[config.mk]
export PLATFORM = sky130hd
export DESIGN_NAME = sprite_anim_addr
export DESIGN_NICKNAME = d
export VERILOG_FILES = /design/src/rtl/sprite_anim_addr.sv
export SDC_FILE = /design/constraint.sdc
export NUM_CORES = 1
export LEC_CHECK = 0
export ABC_AREA = 1
export ABC_CLOCK_PERIOD_IN_PS = 2700
export BUFFER_PORTS_ARGS = -buffer_cell sky130_fd_sc_hd__buf_2
export CORE_UTILIZATION = 55
export CTS_CLUSTER_SIZE = 20
export DETAILED_ROUTE_END_ITERATION = 10
export PLACE_DENSITY = 0.81
export REMOVE_ABC_BUFFERS = 1
export SYNTH_ARGS = -nofsm -noshare
export SYNTH_HDL_FRONTEND = slang
export SYNTH_SLANG_ARGS = --single-unit
[constraint.sdc]
create_clock -name vga_clk -period 2.7 [get_ports vga_clk]
set_clock_uncertainty 0.15 [all_clocks]
set_input_delay 0.405 -clock vga_clk [delete_from_list [all_inputs] [get_ports vga_clk]]
set_output_delay 0.405 -clock vga_clk [all_outputs]
set_load 0.05 [all_outputs]
[src/rtl/sprite_anim_addr.sv]
// Sprite ROM address generator: maps the VGA pixel onto a latched sprite box
// and sequences a tick-driven multi-frame animation.
module sprite_anim_addr #(
    parameter int SPR_W      = 64,
    parameter int SPR_H      = 64,
    parameter int NUM_FRAMES = 4,
    parameter int HOLD_TICKS = 6,
    parameter int ADDR_W     = 14
) (
    input  logic                          vga_clk,
    input  logic                          reset,
    input  logic [9:0]                    drawX,
    input  logic [9:0]                    drawY,
    input  logic                          frame_tick,
    input  logic [9:0]                    sprite_x,
    input  logic [9:0]                    sprite_y,
    input  logic                          flip_h,
    input  logic                          play,
    input  logic                          loop_en,
    output logic [ADDR_W-1:0]             rom_address,
    output logic                          in_sprite,
    output logic [$clog2(NUM_FRAMES)-1:0] frame_idx,
    output logic                          anim_done
);

    localparam int WB = $clog2(SPR_W);
    localparam int HB = $clog2(SPR_H);
    localparam int FW = $clog2(NUM_FRAMES);
    localparam int CW = $clog2(HOLD_TICKS);
    localparam logic [ADDR_W-1:0] FRAME_SZ = ADDR_W'(SPR_W * SPR_H);
    localparam logic [FW-1:0]     LAST_FR  = FW'(NUM_FRAMES - 1);
    localparam logic [CW-1:0]     LAST_CNT = CW'(HOLD_TICKS - 1);

    typedef enum logic [1:0] {
        S_IDLE,
        S_PLAY,
        S_DONE
    } state_t;

    state_t              r_state;
    state_t              w_state_n;
    logic [9:0]          r_pos_x;
    logic [9:0]          r_pos_y;
    logic                r_flip;
    logic [CW-1:0]       r_cnt;
    logic [CW-1:0]       w_cnt_n;
    logic [FW-1:0]       r_frame;
    logic [FW-1:0]       w_frame_n;
    logic [ADDR_W-1:0]   r_base;
    logic [ADDR_W-1:0]   w_base_n;
    logic [ADDR_W-1:0]   r_addr;
    logic                r_in;
    logic                r_done;

    logic [10:0]         w_x;
    logic [10:0]         w_y;
    logic [10:0]         w_px;
    logic [10:0]         w_py;
    logic                w_in;
    logic [WB-1:0]       w_dx;
    logic [HB-1:0]       w_dy;
    logic [WB-1:0]       w_col;
    logic [ADDR_W-1:0]   w_off;
    logic [ADDR_W-1:0]   w_addr;

    // 11-bit compare so pos + SPR_W cannot wrap at the right/bottom edge
    assign w_x  = {1'b0, drawX};
    assign w_y  = {1'b0, drawY};
    assign w_px = {1'b0, r_pos_x};
    assign w_py = {1'b0, r_pos_y};

    assign w_in = (w_x >= w_px) && (w_x < w_px + 11'(SPR_W)) &&
                  (w_y >= w_py) && (w_y < w_py + 11'(SPR_H));

    assign w_dx   = WB'(drawX - r_pos_x);
    assign w_dy   = HB'(drawY - r_pos_y);
    // SPR_W-1-dx is a bitwise invert because SPR_W is a power of two
    assign w_col  = r_flip ? ~w_dx : w_dx;
    assign w_off  = ADDR_W'({w_dy, w_col});
    assign w_addr = w_in ? (r_base + w_off) : '0;

    // r_base tracks frame*SPR_W*SPR_H incrementally, avoiding a multiplier
    always_comb begin
        w_state_n = r_state;
        w_cnt_n   = r_cnt;
        w_frame_n = r_frame;
        w_base_n  = r_base;
        if (play) begin
            w_state_n = S_PLAY;
            w_cnt_n   = '0;
            w_frame_n = '0;
            w_base_n  = '0;
        end else begin
            unique case (r_state)
                S_IDLE: begin
                    w_cnt_n   = '0;
                    w_frame_n = '0;
                    w_base_n  = '0;
                end
                S_PLAY: begin
                    if (frame_tick) begin
                        if (r_cnt == LAST_CNT) begin
                            w_cnt_n = '0;
                            if (r_frame == LAST_FR) begin
                                if (loop_en) begin
                                    w_frame_n = '0;
                                    w_base_n  = '0;
                                end else begin
                                    w_state_n = S_DONE;
                                end
                            end else begin
                                w_frame_n = r_frame + FW'(1);
                                w_base_n  = r_base + FRAME_SZ;
                            end
                        end else begin
                            w_cnt_n = r_cnt + CW'(1);
                        end
                    end
                end
                S_DONE: begin
                    w_cnt_n = '0;
                end
                default: begin
                    w_state_n = S_IDLE;
                end
            endcase
        end
    end

    always_ff @(posedge vga_clk) begin
        if (reset) begin
            r_state <= S_IDLE;
            r_pos_x <= '0;
            r_pos_y <= '0;
            r_flip  <= 1'b0;
            r_cnt   <= '0;
            r_frame <= '0;
            r_base  <= '0;
            r_addr  <= '0;
            r_in    <= 1'b0;
            r_done  <= 1'b0;
        end else begin
            r_state <= w_state_n;
            r_cnt   <= w_cnt_n;
            r_frame <= w_frame_n;
            r_base  <= w_base_n;
            r_addr  <= w_addr;
            r_in    <= w_in;
            r_done  <= (w_state_n == S_DONE);
            if (frame_tick) begin
                r_pos_x <= sprite_x;
                r_pos_y <= sprite_y;
                r_flip  <= flip_h;
            end
        end
    end

    assign rom_address = r_addr;
    assign in_sprite   = r_in;
    assign frame_idx   = r_frame;
    assign anim_done   = r_done;

endmodule

==> results of run 1 <==
-- registers in the layout, summed over array words and instances, names as in the netlist --
name	flops
anim_done	1
frame_idx	2
in_sprite	1
r_base	2
r_cnt	3
r_flip	1
r_pos_x	10
r_pos_y	10
r_state	2
rom_address	14
-- area by class of cell --
type                    count  area, sq um
well taps                  70         87.6
multi-input cells         285         1670
flip-flops and latches     46          921
inverters                  69          259
clock inverters             3         45.0
repair buffers             66          338
fillers                   474         1690
clock buffers               5         68.8
-- cell usage in the layout (no fill, tap or decap), types with 2 or more instances in the layout --
master and n:
buf_4 3, o21ai_0 28, clkinvlp_4 2, buf_2 63, nand3_1 23, ha_1 32, inv_1 68, xnor2_1 3
nor3_1 4, dfxtp_1 46, fa_1 2, nor2_1 33, o21a_1 2, nand4_1 8, nand2_1 77, a21oi_1 44
clkbuf_8 5, nor2_2 10, xor2_1 9
-- worst max-delay path, cell delays in order, from the launching register on --
cell and delay, ns:
dfxtp_1 0.35, ha_1 0.24, xnor2_1 0.14, ha_1 0.29, a21oi_1 0.12, o21ai_0 0.11, nor3b_2 0.21, nand4_2 0.11
buf_4 0.21, a21oi_1 0.15
-- report_power, final --
part           total [mW]  internal [mW]  switching (mW)
Combinational       0.468          0.172           0.296
Sequential          0.731          0.711          0.0205
Clock               0.519          0.275           0.243
Total                1.72           1.16           0.560
-- worst paths after layout --
kind                            slack, ns  depth (start not counted)                   endpoint               startpoint
worst min register to register       0.31                          2    r_pos_x[3]$_SDFFE_PP0P_  r_pos_x[3]$_SDFFE_PP0P_
worst max register to register       0.53                          9  rom_address[8]$_SDFF_PP0_  r_pos_y[6]$_SDFFE_PP0P_
worst min-delay path                 0.14                          2      r_state[0]$_SDFF_PP0_                    reset
worst max-delay path                 0.53                          9  rom_address[8]$_SDFF_PP0_  r_pos_y[6]$_SDFFE_PP0P_
-- logic make-up after synthesis --
kind of cell / share of synthesized area (%)
and+or+nand+nor: 24.4
AOI/OAI and AO/OA: 14.3
buffers and inverters: 10.5
DFF: 31.8
adders and majority gates: 15.2
xor gates and xnor gates: 3.63
other: 0.130
-- metrics by stage --
stage / hold WS [ns] / std cells / utilization (%) / instance area (sq um) / power, mW
6_report: 0.139 / 544 / 66.8 / 3390 / 1.72
5_1_grt: 0.136 / 544 / 66.8 / 3390 / 1.83
4_1_cts: 0.127 / 544 / 66.8 / 3390 / 1.73
3_5_place_dp: 0.303 / 536 / 64.5 / 3270 / 1.21
3_3_place_gp: 0.296 / 536 / 64.5 / 3270 / 1.20
2_1_floorplan: 0.284 / 400 / - / 2850 / 1.09
-- routing by layer --
layer	vias to the layer above	GRT usage, %	wire, um
li1	1444	-	-
met4	0	9.43	136
met5	-	0	0
met3	14	6.23	265
met2	58	39.3	2780
met1	1214	28.0	2770
==> results by group, run 1 <==
Yosys
  – Synth warn: 0
  – Synth Flop Type: dfxtp_1
  – Synth async-reset ratio: 0%
  – Mean Syn Cell Area: 7.09 sq um
  – Most frequent cell after synthesis: nand2_1
  – Synth Register Bits: 46
  – Largest cells by area after synthesis: dfxtp_1, ha_1, nand2_1
  – Area leader, netlist: dfxtp_1
  – Top cells by count, synth: nand2_1, inv_1, dfxtp_1, a21oi_1, nor2_1
  – Instance count of the mapped netlist: 408
  – Cell Area, Synth: 2890 sq um
  – Synth top area share: 31.8%
  – Register area share after synthesis: 31.8%
  – Post-synth EDFFs: 0
  – Post-synthesis cell type count: 29

Placed design
  – RD Place Congestion: 0.871
  – PortBufs: 63
  – DP Worst Slack: 0.483 ns
  – HPWL after DPL: 4.67 mm

Timing
  – Fin. Hold Viols: 0
  – Setup TNS Final: 0 ns
  – Final min period: 2.17 ns
  – Setup ws final: 0.534 ns
  – Fmax: 0.462 GHz
  – Final setup vio count: 0
  – Tcrit/Tclk final: 80.2%
  – RSZ-0062 raised after global routing: no
  – Max-slew violation count: 0

Clocking
  – Post-CTS Setup Inserts: 0
  – Hold_buf cts: 0
  – H-tree levels: 2
  – TritonCTS Buffers: 5
  – Clk_lat worst skew: 0.30 ns
  – Clk buf depth: 2
  – Reg clk slew, reported paths: 0.09 ns
  – Root Buffer: clkbuf_8
  – CTS tree: built
  – Resized cells post-CTS: 0
  – Sink Count: 46

Die
  – Die Wd: 74.5 um
  – Die height: 74.5 um
  – Io pins: 64
  – Die ar.: 5560 sq um
  – Std cell rows: 26
  – Core area: 5070 sq um
  – Initial core utilization: 57.0%

Routing
  – DR DRC count: 0
  – Post-route ant nets: 0
  – Iteration-0 DRC Markers: 106
  – Vias per cell: 5.02
  – Total detailed-routing wirelength: 5.95 mm
  – DR vias: 2730
  – First-pass DRT Iterations: 4
  – Drt wl/cell: 10.9 um

Flow run
  – Max-cap viol count: 0

Hold path
  – Min-Delay Path Class: input port to register

Final layout
  – Antenna diodes: 0
  – Ratio of cells with drive above 1 in the final layout: 19.0%
  – Area grow syn2layout: 17.1%
  – Final net count: 553

Power
  – Max rail drop VDD: 0.268 mV
  – Power per cell area: 507 nW/um^2
  – Leakage: 1.73 nW

Critical path
  – Critical path class: register to register
  – Startpoint types: register
  – WP data required: 2.78 ns
  – Worst-path maximum fanout: 15
  – CP endpoint kind: register
  – CP Data Arrival Time: 2.24 ns

Global route
  – Vias in the first global route: 2434
  – Initial antenna violation count: 0
  – All-Layer GR Usage: 23.3%
  – Grt ovf: 0
  – First-pass GRT wire length: 10.0 mm
  – Largest net degree at the start of global routing: 42

Status
  – Outcome: completed
(Power assumes the default switching activity.)
==> inputs of run 2 (changes only) <==
Settings changed: ABC_AREA 1 to 0, ABC_CLOCK_PERIOD_IN_PS 2700 to 2200, CORE_UTILIZATION 55 to 54, PLACE_DENSITY 0.81 to 0.8.
Clock period 2.7 ns to 2.2 ns, I/O delays scaled along.
==> run 2 against run 1 <==
Against the previous run: the flow now finishes with violations (negative setup slack); utilization increased by 5.7 points; sequential power up 21%; highest routed layer unchanged; maximum frequency is 11% lower; worst hold slack worse by 0.016 ns.
==> results by group, run 2 <==
Status
  – Outcome: finished, violations left
  – Failing checks: negative setup slack

Routing
  – First-pass DRT Iterations: 4 (unchanged)
  – DR DRC count: 0 (unchanged)
  – Post-route ant nets: 0 (unchanged)
  – Drt wl/cell: 12.9 um (+18%)
  – DR vias: 2628 (-3.7%)
  – Total detailed-routing wirelength: 6.54 mm (+9.8%)
  – Vias per cell: 5.18 (+3.3%)
  – Iteration-0 DRC Markers: 95 (-10%)

Yosys
  – Largest family of logic cells by synthesized area: simple AND/OR/NAND/NOR gates
  – Mean Syn Cell Area: 8.72 sq um (+23%)
  – Compound-Gate Fraction of Synth Area: 13.2% (-1.1 points)
  – Register area share after synthesis: 32.1% (+0.29 points)
  – Post-synthesis cell type count: 59 (+100%)
  – Synth Flop Type: dfxtp_1
  – Area leader, netlist: dfxtp_1
  – Synth Register Bits: 46 (unchanged)
  – Largest cells by area after synthesis: dfxtp_1, ha_1, mux2i_1
  – Cell Area, Synth: 2870 sq um (-0.91%)
  – Instance count of the mapped netlist: 329 (-19%)
  – Top cells by count, synth: nor2_1, dfxtp_1, inv_1, ha_1, mux2i_1
  – XOR/XNOR share of the synthesized area: 6.41% (+2.8 points)
  – Post-synth EDFFs: 0 (unchanged)
  – Adder-cell share of the synthesized area: 15.4% (+0.14 points)
  – Synth top area share: 32.1% (+0.29 points)
  – Synth warn: 0 (unchanged)
  – Multiplexer share of the synthesized area: 7.33% (+7.3 points)
  – Simple-gate share of the synthesized area: 19.2% (-5.2 points)
  – Synth async-reset ratio: 0% (unchanged)
  – Most frequent cell after synthesis: nor2_1

Clocking
  – Clk buf depth: 2 (unchanged)
  – H-tree levels: 2 (unchanged)
  – Sink Count: 46 (unchanged)
  – Clk_lat worst skew: 0.29 ns (about the same)
  – TritonCTS Buffers: 5 (unchanged)
  – Root Buffer: clkbuf_8
  – Reg clk slew, reported paths: 0.08 ns (about the same)
  – CTS tree: built
  – Hold_buf cts: 0 (unchanged)

Final layout
  – Multi-input gate area: 1820 sq um (+8.8%)
  – Antenna diodes: 0 (unchanged)
  – Register area: 922 sq um (+0.14%)
  – Cell Count, Final, Fillers Out: 507 (-6.8%)
  – Most common cell after layout, fill and taps aside: buf_2
  – Area grow syn2layout: 29.0%
  – Ratio of cells with drive above 1 in the final layout: 32.5% (+14 points)
  – Final net count: 517 (-6.5%)
  – Max FFs per register: 14 (unchanged)
  – Most frequent cells in the layout: buf_2, nor2_1, buf_4
  – # fillers: 397 (-16%)

Global route
  – First-pass GRT wire length: 10.4 mm (+3.8%)
  – Largest net degree at the start of global routing: 24 (-43%)
  – Vias in the first global route: 2425 (-0.37%)
  – All-Layer GR Usage: 24.2% (+0.93 points)
  – Initial antenna violation count: 0 (unchanged)
  – Grt ovf: 0 (unchanged)

Die
  – Die height: 74.9 um (+0.45%)
  – Initial core utilization: 56.1% (-0.88 points)
  – Core area: 5110 sq um (+0.64%)
  – Io pins: 64 (unchanged)
  – Std cell rows: 26 (unchanged)
  – Die Wd: 74.9 um (+0.45%)
  – Die ar.: 5610 sq um (+0.90%)

Timing
  – Max-slew violation count: 0 (unchanged)
  – Final setup vio count: 15 (+15)
  – RSZ-0062 raised after global routing: yes
  – Fin. Hold Viols: 0 (unchanged)
  – Setup ws final: -0.224 ns (-0.759 ns)
  – WHS: 0.123 ns (-0.0161 ns)
  – Final min period: 2.42 ns (+0.259 ns)
  – Setup TNS Final: -2.43 ns (-2.43 ns)
  – Tcrit/Tclk final: 110% (+30 points)
  – Fmax: 0.413 GHz (-11%)

Critical path
  – CP Data Arrival Time: 2.49 ns (+0.25 ns)
  – Worst-path maximum fanout: 6 (-9)
  – Startpoint types: register
  – CP endpoint kind: register
  – WP data required: 2.27 ns (-0.51 ns)
  – Critical path class: register to register
  – Worst r2r path cells: 11 (+2)

Placed design
  – PortBufs: 63 (unchanged)
  – RD Place Congestion: 0.886 (+1.6%)
  – Placed insts: 498 (-7.1%)
  – HPWL after DPL: 5.13 mm (+9.9%)
  – DP Worst Slack: -0.392 ns (-0.876 ns)

Power
  – Power per cell area: 543 nW/um^2 (+7.1%)
  – Tot Pwr: 2.01 mW (+17%)
  – Max rail drop VDD: 0.268 mV (-0.14%)
  – Leakage: 1.76 nW (+1.8%)

Flow run
  – Max-cap viol count: 0 (unchanged)

Hold path
  – Min-Delay Path Class: input port to register
  – Hold path cells: 3 (+1)
run 2: changes by cell type after synthesis, moves of 3 or more:
cell       before  now
xnor2_1         3   16
nand2_1        77   14
o21ai_0        28    6
mux2i_1         0   21
xor2_1          9    5
nor2_2         10    1
inv_1          68   33
nor2b_1         0    5
a21oi_1        44   18
nand3_1        23    9
and3_1          0    3
nor2_1         33   54
o2111ai_1       0    3
nand4_1         8    4
run 2: timing repair:
| action | CTS | global route |
|---|---|---|
| gates resized for setup | 13 | 2 |
| cloned | 1 | 0 |
| setup buffers | 1 | 1 |
| pin swaps | 8 | 2 |
| setup endpoints to repair | 15 | 15 |
run 2: report_power, final:
group          switching, mW  internal (mW)
clock network          0.260          0.219
logic                  0.326          0.316
registers             0.0222          0.865
total                  0.608           1.40
run 2: cell type report:
class / count / area share [%]
Tap cell: 70 / 2.37
Sequential cell: 46 / 24.9
Clock buffer: 7 / 2.06
Timing Repair Buffer: 110 / 18.2
Inverter: 33 / 3.35
Multi-Input combinational cell: 241 / 49.1
run 2: final timing paths:
path                                             endpoint                    start  slack, ns
worst max-delay path            rom_address[9]$_SDFF_PP0_  r_pos_y[4]$_SDFFE_PP0P_      -0.22
worst min-delay path              r_pos_y[8]$_SDFFE_PP0P_              sprite_y[8]       0.12
worst max register to register  rom_address[9]$_SDFF_PP0_  r_pos_y[4]$_SDFFE_PP0P_      -0.22
worst min register to register      r_cnt[2]$_SDFFE_PP0P_    r_cnt[1]$_SDFFE_PP0P_       0.34
run 2: per-layer routing:
metal	vias to the layer above	track usage [%]	part of all wire [%]
met1	1200	30.6	45
met4	0	7.34	1.8
li1	1348	-	-
met2	70	42.6	49
met3	10	3.61	4.6
met5	-	0	0
run 2: logic make-up after synthesis:
| logic type | Yosys count |
|---|---|
| AOI/OAI and AO/OA | 53 |
| xor gates and xnor gates | 21 |
| adders and majority gates | 34 |
| buffers and inverters | 42 |
| DFF | 46 |
| muxes | 21 |
| other | 1 |
| and+or+nand+nor | 111 |
run 2: stage by stage:
step                      utilization [%]  instance area (sq um)
after global placement               69.6                   3550
final                                72.4                   3700
after CTS                            72.2                   3690
after global routing                 72.4                   3700
after floorplan                         -                   2810
after detailed placement             69.6                   3550
run 2: critical path, cell delays in order (launching register included):
cell and delay, ns:
dfxtp_1 0.33, inv_1 0.05, ha_1 0.29, o21ai_0 0.40, buf_4 0.19, a21oi_1 0.07, o211ai_1 0.16, a21oi_1 0.06
o221ai_1 0.21, nand2_1 0.15, buf_6 0.17, nor3b_2 0.13
==> inputs of run 3 (changes only) <==
Settings changed: CORE_MARGIN from default to 8.
==> run 3 against run 2 <==
Against the previous run: the run still ends with negative setup slack left; combinational power fell by 0.6%; final area fell by 0.64%; clock power rose by 1%; register-to-register slack improved by 0.03 ns; worst hold slack got worse by 0.0040 ns; first-iteration DRC count rose by 28%; largest cell class unchanged; largest power group unchanged; highest routed layer unchanged.
==> results by group, run 3 (same netlist as run 2, synthesis figures left out) <==
Status
  – Outcome: finished, violations left
  – Failing checks: negative setup slack

Critical path
  – Ordered list of cells on the worst path: ha_4 -> inv_2 -> fa_2 -> a21o_1 -> a21oi_4 -> a211o_1 -> a22o_1 -> nor4b_4 -> nand2_2 -> buf_6 -> nor3b_2
  – CP peak stage delay: 0.34 ns (-0.06 ns)
  – Worst r2r path cells: 11 (unchanged)
  – R2R Path End: rom_address[9]$_SDFF_PP0_
  – WP data required: 2.28 ns (about the same)
  – Crit path launch: r_pos_y[0]$_SDFFE_PP0P_
  – CP endpoint kind: register
  – Critical-path top delay cell: dfxtp_2
  – Launching point of the worst reg2reg path: r_pos_y[0]$_SDFFE_PP0P_
  – Worst-path maximum fanout: 6 (unchanged)
  – Critical path class: register to register
  – CP Data Arrival Time: 2.47 ns (-0.02 ns)
  – Reg2Reg Setup Slack: -0.19 ns (+0.03 ns)
  – Startpoint types: register

Power
  – Power per cell area: 547 nW/um^2 (+0.74%)
  – Leakage: 1.75 nW (-0.30%)
  – Max rail drop VDD: 0.354 mV (+32%)
  – Tot Pwr: 2.01 mW (about the same)

Placed design
  – RD Place Congestion: 0.891 (+0.58%)
  – HPWL after DPL: 5.69 mm (+11%)
  – Placed insts: 497 (-0.20%)
  – Cell Area, Placed: 3550 sq um (-0.21%)
  – PortBufs: 63 (unchanged)

Global route
  – Largest net degree at the start of global routing: 24 (unchanged)
  – Initial antenna violation count: 0 (unchanged)
  – Grt ovf: 0 (unchanged)
  – First-pass GRT wire length: 11.6 mm (+11%)
  – All-Layer GR Usage: 18.6% (-5.7 points)
  – Vias in the first global route: 2636 (+8.7%)

Hold path
  – Hold Path End: r_pos_x[7]$_SDFFE_PP0P_
  – Hold path cells: 3 (unchanged)
  – Hold path startpoint: sprite_x[7]
  – Min-Delay Path Class: input port to register

Clocking
  – CTS tree: built
  – H-tree levels: 2 (unchanged)
  – Hold_buf cts: 0 (unchanged)
  – TritonCTS Buffers: 5 (unchanged)
  – Clk buf depth: 2 (unchanged)
  – Root Buffer: clkbuf_8
  – Clk_lat worst skew: 0.29 ns (about the same)
  – Reg clk slew, reported paths: 0.08 ns (about the same)
  – Sink Count: 46 (unchanged)

Routing
  – Post-route ant nets: 0 (unchanged)
  – Vias per cell: 5.20 (+0.28%)
  – DR DRC count: 0 (unchanged)
  – Drt wl/cell: 14.1 um (+9.2%)
  – Iteration-0 DRC Markers: 122 (+28%)
  – Total detailed-routing wirelength: 7.11 mm (+8.8%)
  – First-pass DRT Iterations: 4 (unchanged)
  – DR vias: 2625 (-0.11%)

Die
  – Io pins: 64 (unchanged)
  – Core area: 5110 sq um (unchanged)
  – Initial core utilization: 56.1% (unchanged)
  – Die height: 88.9 um (+19%)
  – Die ar.: 7900 sq um (+41%)
  – Std cell rows: 26 (unchanged)
  – Die Wd: 88.9 um (+19%)

Timing
  – Final min period: 2.39 ns (-0.0321 ns)
  – Tcrit/Tclk final: 109% (-1.5 points)
  – RSZ-0062 raised after global routing: yes
  – WHS: 0.119 ns (-0.00397 ns)
  – Final setup vio count: 15 (unchanged)
  – Fin. Hold Viols: 0 (unchanged)
  – Max-slew violation count: 0 (unchanged)
  – Fmax: 0.418 GHz (+1.3%)
  – Setup ws final: -0.192 ns (+0.0321 ns)

Final layout
  – Ratio of cells with drive above 1 in the final layout: 31.5% (-1.0 points)
  – Most common cell after layout, fill and taps aside: buf_2
  – Max FFs per register: 14 (unchanged)
  – Layout Utilization: 72.0% (-0.47 points)
  – Final net count: 515 (-0.39%)
  – Area grow syn2layout: 28.1%
  – Antenna diodes: 0 (unchanged)
  – Post-route cell area: 3670 sq um (-0.64%)
  – Cell Count, Final, Fillers Out: 505 (-0.39%)
  – Most frequent cells in the layout: buf_2, nor2_1, dfxtp_1

Flow run
  – Max-cap viol count: 0 (unchanged)
==> run 3: repair_timing <==
| item | CTS | global route |
|---|---|---|
| buffers inserted | 0 | 0 |
| endpoints found under the setup margin | 15 | 15 |
| pin swaps | 6 | 0 |
| cloned | 1 | 0 |
| resized for setup | 9 | 5 |
==> run 3: worst max-delay path by stage <==
stage	to	slack (ns)	cells past startpoint
4_1_cts	rom_address[9]$_SDFF_PP0_	-0.18	11
6_report	rom_address[9]$_SDFF_PP0_	-0.19	11
3_5_place_dp	rom_address[9]$_SDFF_PP0_	-0.40	13
5_1_grt	rom_address[9]$_SDFF_PP0_	-0.31	11
3_3_place_gp	rom_address[8]$_SDFF_PP0_	-0.31	13
2_1_floorplan	rom_address[8]$_SDFF_PP0_	-0.30	11
==> run 3: where the power goes <==
group	internal, mW	switching [mW]
Sequential	0.865	0.0220
Clock	0.219	0.266
Combinational	0.313	0.325
==> run 3: worst max-delay path, delay by kind of cell (launching register included) <==
kind,cells,cell delay (ns)
buffers and inverters,2,0.21
AO/OA/AOI/OAI,4,0.71
AND/OR/NAND/NOR,3,0.54
adder cells (fa/ha/maj),2,0.38
flip-flops,1,0.34
==> run 3: area by class of cell <==
cell class,count,area (sq um)
multi-input cells,241,1810
fillers,395,1430
flip-flops and latches,46,922
repair buffers,108,657
inverters,33,124
well taps,70,87.6
clock buffers,7,76.3
==> run 3: per-layer routing <==
| metal | wire (um) | share of wire (%) | global-route usage, % |
|---|---|---|---|
| met1 | 3010 | 42 | 20.5 |
| met2 | 3540 | 50 | 34.0 |
| met4 | 151 | 2.1 | 5.84 |
| met3 | 406 | 5.7 | 4.27 |
| met5 | 0 | 0 | 0 |
==> run 3: metrics by stage <==
step | setup WS [ns] | TNS, ns
finish | -0.192 | -2.06
global route | -0.309 | -3.71
CTS | -0.177 | -1.83
detailed placement | -0.402 | -4.58
global placement | -0.307 | -3.32
floorplan | -0.302 | -2.73
